**src/rtl/id_exe_pipe_reg.sv**
```systemverilog
// ID/EXE pipeline register with hazard bubble insertion, branch flush, external freeze
// and saturating stall/flush performance counters.
`ifndef REG_FILE_ADDR_LEN
`define REG_FILE_ADDR_LEN 4
`endif

module id_exe_pipe_reg #(
  parameter int unsigned DATA_W     = 32,
  parameter int unsigned REG_ADDR_W = `REG_FILE_ADDR_LEN,
  parameter int unsigned OP_W       = 4,
  parameter int unsigned IMM_W      = 16,
  parameter int unsigned CNT_W      = 16
) (
  input  logic                  clk,
  input  logic                  rst,
  input  logic                  flush,
  input  logic                  freeze,
  input  logic                  hazard_detected,
  input  logic                  cnt_clr,
  input  logic [DATA_W-1:0]     pc_in,
  input  logic [OP_W-1:0]       op_in,
  input  logic                  wb_en_in,
  input  logic                  mem_r_en_in,
  input  logic                  mem_w_en_in,
  input  logic                  b_in,
  input  logic                  is_imm_in,
  input  logic [DATA_W-1:0]     val1_in,
  input  logic [DATA_W-1:0]     val2_in,
  input  logic [IMM_W-1:0]      imm_in,
  input  logic [REG_ADDR_W-1:0] src1_in,
  input  logic [REG_ADDR_W-1:0] src2_in,
  input  logic [REG_ADDR_W-1:0] dest_in,
  output logic                  valid_out,
  output logic [DATA_W-1:0]     pc_out,
  output logic [OP_W-1:0]       op_out,
  output logic                  wb_en_out,
  output logic                  mem_r_en_out,
  output logic                  mem_w_en_out,
  output logic                  b_out,
  output logic                  is_imm_out,
  output logic [DATA_W-1:0]     val1_out,
  output logic [DATA_W-1:0]     val2_out,
  output logic [IMM_W-1:0]      imm_out,
  output logic [REG_ADDR_W-1:0] src1_out,
  output logic [REG_ADDR_W-1:0] src2_out,
  output logic [REG_ADDR_W-1:0] dest_out,
  output logic [CNT_W-1:0]      stall_cnt,
  output logic [CNT_W-1:0]      flush_cnt
);

  logic capture;
  logic bubble;
  logic stall_inc;

  // Flush overrides freeze; a frozen cycle ignores the hazard entirely.
  assign capture   = flush | ~freeze;
  assign bubble    = flush | hazard_detected;
  assign stall_inc = hazard_detected & ~flush & ~freeze;

  always_ff @(posedge clk or posedge rst) begin
    if (rst) begin
      valid_out    <= 1'b0;
      pc_out       <= '0;
      op_out       <= '0;
      wb_en_out    <= 1'b0;
      mem_r_en_out <= 1'b0;
      mem_w_en_out <= 1'b0;
      b_out        <= 1'b0;
      is_imm_out   <= 1'b0;
      val1_out     <= '0;
      val2_out     <= '0;
      imm_out      <= '0;
      src1_out     <= '0;
      src2_out     <= '0;
      dest_out     <= '0;
    end else if (capture) begin
      valid_out    <= ~bubble;
      pc_out       <= bubble ? '0 : pc_in;
      op_out       <= bubble ? '0 : op_in;
      wb_en_out    <= ~bubble & wb_en_in;
      mem_r_en_out <= ~bubble & mem_r_en_in;
      mem_w_en_out <= ~bubble & mem_w_en_in;
      b_out        <= ~bubble & b_in;
      is_imm_out   <= ~bubble & is_imm_in;
      val1_out     <= bubble ? '0 : val1_in;
      val2_out     <= bubble ? '0 : val2_in;
      imm_out      <= bubble ? '0 : imm_in;
      src1_out     <= bubble ? '0 : src1_in;
      src2_out     <= bubble ? '0 : src2_in;
      dest_out     <= bubble ? '0 : dest_in;
    end
  end

  always_ff @(posedge clk or posedge rst) begin
    if (rst) begin
      stall_cnt <= '0;
      flush_cnt <= '0;
    end else if (cnt_clr) begin
      stall_cnt <= '0;
      flush_cnt <= '0;
    end else begin
      if (stall_inc && stall_cnt != '1) stall_cnt <= stall_cnt + 1'b1;
      if (flush && flush_cnt != '1)     flush_cnt <= flush_cnt + 1'b1;
    end
  end

endmodule

```
**config.mk**
```make
export PLATFORM = sky130hd
export DESIGN_NAME = id_exe_pipe_reg
export DESIGN_NICKNAME = d
export VERILOG_FILES = /design/src/rtl/id_exe_pipe_reg.sv
export SDC_FILE = /design/constraint.sdc
export NUM_CORES = 1
export LEC_CHECK = 0
export CAP_MARGIN = 10
export CORE_MARGIN = 3
export CORE_UTILIZATION = 37
export CTS_CLUSTER_SIZE = 14
export DETAILED_ROUTE_END_ITERATION = 8
export PLACE_DENSITY = 0.76
export SYNTH_ARGS = -nofsm -noshare
export SYNTH_HDL_FRONTEND = slang
export SYNTH_SLANG_ARGS = --single-unit
```
**constraint.sdc**
```tcl
create_clock -name clk -period 4.8 [get_ports clk]
set_clock_uncertainty 0.1 [all_clocks]
set_input_delay 0.48 -clock clk [delete_from_list [all_inputs] [get_ports clk]]
set_output_delay 0.48 -clock clk [all_outputs]
set_load 0.02 [all_outputs]
```
# --- Yosys cells after proc, flatten, opt, wreduce, memory -nomap -nowiden ---
# Cells that the tools add are included.
# W data, S select, Z words.
op_classes:
  n_bitwise: 12
  addsub: 2
  n_mux: 12
  n_reduce_logical: 4
  n_eq_ne: 2
op_table:
  columns: ["cell", "count"]
  rows:
  - ["$mux W32", 3]
  - ["$mux W16", 5]
  - ["$add A16 B1 Y16 const B", 2]
  - ["$ne A16 B16 Y1 const B", 2]
  - ["$mux W4", 4]
  - ["$and A1 B1 Y1", 7]
  - ["$reduce_bool A2 Y1", 2]
  - ["$not A1 Y1", 3]
  - ["$logic_and A1 B1 Y1", 2]
  - ["$or A1 B1 Y1", 2]
totals:
  in_bits: 139
  reg_bits: 166
  output_inout_bits: 166

# --- Depth between registers and ports, before layout ---
depth:
  ltp_word: 6
  mapped_depth: 6
  ltp_nobuf: 5

# --- Worst setup path before layout ---
# No wires, ideal clock.
synth_timing:
  path_kind: "register -> register"
  start: "register stall_cnt[0]"
  end: "register stall_cnt[1]"
  path_buffers: 1
  t_arrival_ns: 1.720
  setup_slack_ns: 2.902
  setup_ns: 0.078
  required_time_ns: 4.622
  path_stages_with_launch: 7
  cell_sequence: "dfrtp_1 ha_1 nand4_1 nor4_2 buf_2 or3b_2 a21oi_1"
synth_via:
  elab_chain_len: 3
  elab_cells_between_ends: 6
  classes_between: "add/sub: 1; eq/ne: 1; mux: 2; reduce/logical: 2"
synth_rtl:
  columns: ["item", "line", "text"]
  rows:
  - ["start, declared", "47", "output logic [CNT_W-1:0] stall_cnt,"]
  - ["start signal, assigned", "102", "if (stall_inc && stall_cnt != '1) stall_cnt <= stall_cnt + 1'b1;"]
  - ["$add A16 B1 Y16 or $ne A16 B16 Y1 (tied branches)", "102", null]
  - ["$mux W16 or $logic_and A1 B1 Y1 (tied branches)", "102", null]
  - ["$mux W16 or $reduce_bool A2 Y1 (tied branches)", null, null]
# Parallel ways exist; a longest one is shown, timed or not. The select of a mux whose other input is x is not followed.
# A chain may end at the register's enable or synchronous reset.

# --- Worst setup path after layout ---
layout_timing:
  start: "register stall_cnt[0]"
  end: "register stall_cnt[3]"
# Same word-level chain as after synthesis.

==> summary.md <==
| Metric | Value |
|---|---|
| Pins Over Slew Limit | `0` |
| Gr usage total | `0.207` |
| Worst r2r dst | `stall_cnt[3]$_DFFE_PP0P_` |
| Final worst-path cycle share | `0.528` |
| Antenna viol nets, final | `0` |
| Total detailed-routing wirelength | `around 20,000 microns` |
| Antenna violations before repair | `0` |
| Crit-path cells | `ha_1, nand4_1, nor4_2, nor3_1, mux2_1` |
| WL per Instance | `~20 microns` |
| Fin Hold WS | `approximately 0.38 ns` |
| Post-Synth XOR/XNOR Area | `0.00536` |
| Final min period | `2.54 ns` |
| CTS max path bufs | `2` |
| Share of the synthesized area in the top cell type | `0.636` |
| Max-cap violations | `0` |
| Proportion of synthesized area in mux cells | `0.00996` |
| H-tree depth | `4` |
| Library cells used by synthesis | `48` |
| CTS resizes | `0` |
| Worst-path clk slew | `0.07 ns` |
| HPWL Detailed | `14,000 microns` |
| Crit. End Element | `flip-flop` |
| Crit path DAT | `roughly 2.7 ns` |
| CP bufs+invs | `0` |
| CTS root buffer | `clkbuf_16` |
| Setup TNS | `0 ns` |
| Worst hold start | `valid_out$_DFFE_PP0P_` |
| WHS Endpoint | `valid_out$_DFFE_PP0P_` |
| First-pass GRT wire length | `between 30,000 and 40,000 microns` |
| Largest family of logic cells by synthesized area | `compound AO/OA/AOI/OAI gates` |
| Area occupied by multi-input gates | `between 2000 and 2500 sq um` |
| Fmax | `394 MHz` |
| RSZ-0062 raised after global routing | `no` |
| Power per cell area | `around 320 nW/um^2` |
| Via density | `5.39` |
| Post-CTS setup buffer count | `0` |
| CP Max Fanout | `13` |
| Setup violators final | `0` |
| Diode count | `0` |
| Net count, final | `932` |
| Clock tree sinks | `approximately 170` |
| Dpl ws | `roughly 2.0 ns` |
| Flops & latches, synth | `between 150 and 200` |
| Leading area contributor after synthesis | `dfrtp_1` |
| Placed Cells incl. Taps | `992` |
| Syn Nets | `between 600 and 700` |
| Fillers | `between 1,000 and 1,500` |
| CP Class | `flip-flop to flip-flop` |
| GRT Residual Overflow | `0` |
| Total Power | `3.29 mW` |
| Register area | `4150 sq um` |
| Worst skew pair latency | `0.42 ns` |
| Relative slew slack | `0.330` |
| Syn Inst Count | `slightly below 500` |
| Height of the die | `between 100 and 150 microns` |
| Hold_buf cts | `0` |
| Post-Syn Area per Cell | `between 10 and 15 sq um` |
| CP top delay family | `simple AND/OR/NAND/NOR gates` |
| Largest net degree at the start of global routing | `167` |
| R2R setup slack | `roughly 2.3 ns` |
| Layout Cells excl Fill | `approximately 1,000` |
| CP startpoint | `stall_cnt[0]$_DFFE_PP0P_` |
| Post-synthesis adder-cell area fraction | `0.00383` |
| FP Rows | `47` |
| FF-to-FF Start | `stall_cnt[0]$_DFFE_PP0P_` |
| Vias in the first global route | `5,738` |
| Simple-gate share of the synthesized area | `0.0925` |
| Least-Margin Pin Slew | `between 1 and 1.5 ns` |
| Max stage delay on crit path | `0.88 ns` |
| TritonCTS clock tree | `yes` |
| Area Overhead vs Synth | `59.2%` |
| Core Box Area | `between 15,000 and 20,000 sq um` |
| Cts bufs inserted | `17` |
| Post-synth EDFFs | `0` |
| Most used DFF post-synth | `dfrtp_1` |
| RePlAce Congestion | `around 0.8` |
| CP required | `5.00 ns` |
| Status | `finished clean` |
| PortBufs | `around 300` |
| Warnings, synthesis | `0` |
| Post-synthesis async set-or-reset flop share | `1.00` |
| Startpoint types | `flip-flop` |
| Leak | `approximately 4.5 nW` |
| Vias | `roughly 5,500` |
| Share of layout cells above drive strength 1 | `0.0622` |
| Max VDD drop | `approximately 0.24 mV` |
| Min-Delay Path Class | `flip-flop to flip-flop` |
| Synth top area cells | `dfrtp_1 64%, a22o_1 18%, nand4_1 1.2%, nand3_1 1.1%, clkbuf_1 1.0%` |
| Die ar. | `around 19,000 sq um` |
| Hold Vio Cnt, Final | `0` |
| Min-Delay Path Depth | `1` |
| CP max-delay cell | `nor4_2` |
| Reg2reg path depth | `5` |
| Synth Area in Compound Gates | `0.227` |
| Remaining DRCs | `0` |
| Final worst-path setup slack | `2.26 ns` |
| I/O pin cnt | `around 310` |
| Die X | `around 140 microns` |
| Mapped Area | `~6500 sq um` |
| DRT iter0 DRCs | `about 360` |
| TritonRoute pass-1 iters | `5` |
| Initial core utilization | `0.386` |
| Register area share after synthesis | `0.636` |
-- cells in the final DEF (no fill, tap or decap), types with 4 or more instances in the layout --
| cell | instances |
|---|---|
| nand2_1 | 13 |
| nor2b_1 | 6 |
| clkbuf_16 | 17 |
| a22o_1 | 133 |
| o21ai_0 | 8 |
| or3_1 | 7 |
| nor2_1 | 14 |
| a21oi_1 | 13 |
| nand4_1 | 13 |
| clkdlybuf4s50_1 | 304 |
| nand3_1 | 14 |
| and4_1 | 4 |
| mux2_1 | 4 |
| dfrtp_1 | 166 |
| o21ai_1 | 5 |
| or4_1 | 5 |
| o31ai_1 | 5 |
| inv_1 | 4 |
| inv_6 | 4 |
-- worst register-to-register path, delay by kind of cell (launching register included) --
family	cells	cell delay, ns
adders and majority gates	1	0.25
DFF	1	0.41
muxes	1	0.34
and+or+nand+nor	3	1.32
-- area by class of cell --
type | instances | area share
inverter | 6 | 0.00253
clock inverter | 13 | 0.0162
tap | 220 | 0.0265
timing repair buffer | 309 | 0.299
multi-input combinational | 291 | 0.214
sequential | 166 | 0.399
clock buffer | 19 | 0.0426
-- state kept, by name (all words and copies together) (netlist names) --
| register | cells |
|---|---|
| mem_w_en_out | 1 |
| imm_out | 16 |
| is_imm_out | 1 |
| op_out | 4 |
| wb_en_out | 1 |
| val2_out | 32 |
| pc_out | 32 |
| stall_cnt | 16 |
| src1_out | 4 |
| src2_out | 4 |
| dest_out | 4 |
| mem_r_en_out | 1 |
| val1_out | 32 |
| b_out | 1 |
| flush_cnt | 16 |
| valid_out | 1 |
-- synthesized netlist by cell type, types with 4 or more instances --
cell type    n
nand4_1     13
o31ai_1      5
or4_1        5
and4_1       4
inv_1        5
buf_1        5
o21ai_1      5
nor2b_1      7
clkbuf_1    18
mux2_1       4
dfrtp_1    166
nand3_1     14
or3_1        7
buf_2       11
a21oi_1     13
nand2_1     13
a22o_1     133
o21ai_0      8
nor2_1      14
-- cells by family (layout without fill, tap and decap cells) --
family	count (synthesis)	count (layout)
and+or+nand+nor	98	98
buffers and inverters	40	347
DFF	166	166
xor gates and xnor gates	4	4
muxes	6	6
AOI/OAI and AO/OA	181	181
adders and majority gates	2	2
-- how the worst max path moves through the flow --
stage                               endpoint  cells past startpoint
CTS                 stall_cnt[3]$_DFFE_PP0P_                      5
finish              stall_cnt[3]$_DFFE_PP0P_                      5
global route        stall_cnt[3]$_DFFE_PP0P_                      5
detailed placement  val2_out[17]$_DFFE_PP0P_                      4
floorplan                  b_out$_DFFE_PP0P_                      1
global placement     val2_out[1]$_DFFE_PP0P_                      4
-- routing by layer --
metal	up-vias	global-route usage	part of all wire
met5	-	0	0
met4	0	0.0685	0.022
met3	32	0.0707	0.073
met2	234	0.343	0.50
met1	2740	0.256	0.41
li1	2510	-	-
-- metrics by stage --
stage	area (sq um)	utilization
after CTS	10400	0.614
after detailed placement	9790	0.578
after global placement	9790	0.578
after global routing	10400	0.614
final	10400	0.614
after floorplan	6540	-
-- report_power, final --
| part | leakage, nW | total, mW | switching [mW] | internal (mW) |
|---|---|---|---|---|
| registers | 2.27 | 1.47 | 0.0304 | 1.44 |
| logic | 1.90 | 0.392 | 0.181 | 0.212 |
| clock network | 0.299 | 1.43 | 0.587 | 0.840 |
| total | 4.47 | 3.29 | 0.798 | 2.50 |
Note: power is estimated with default switching activity, not from simulation.
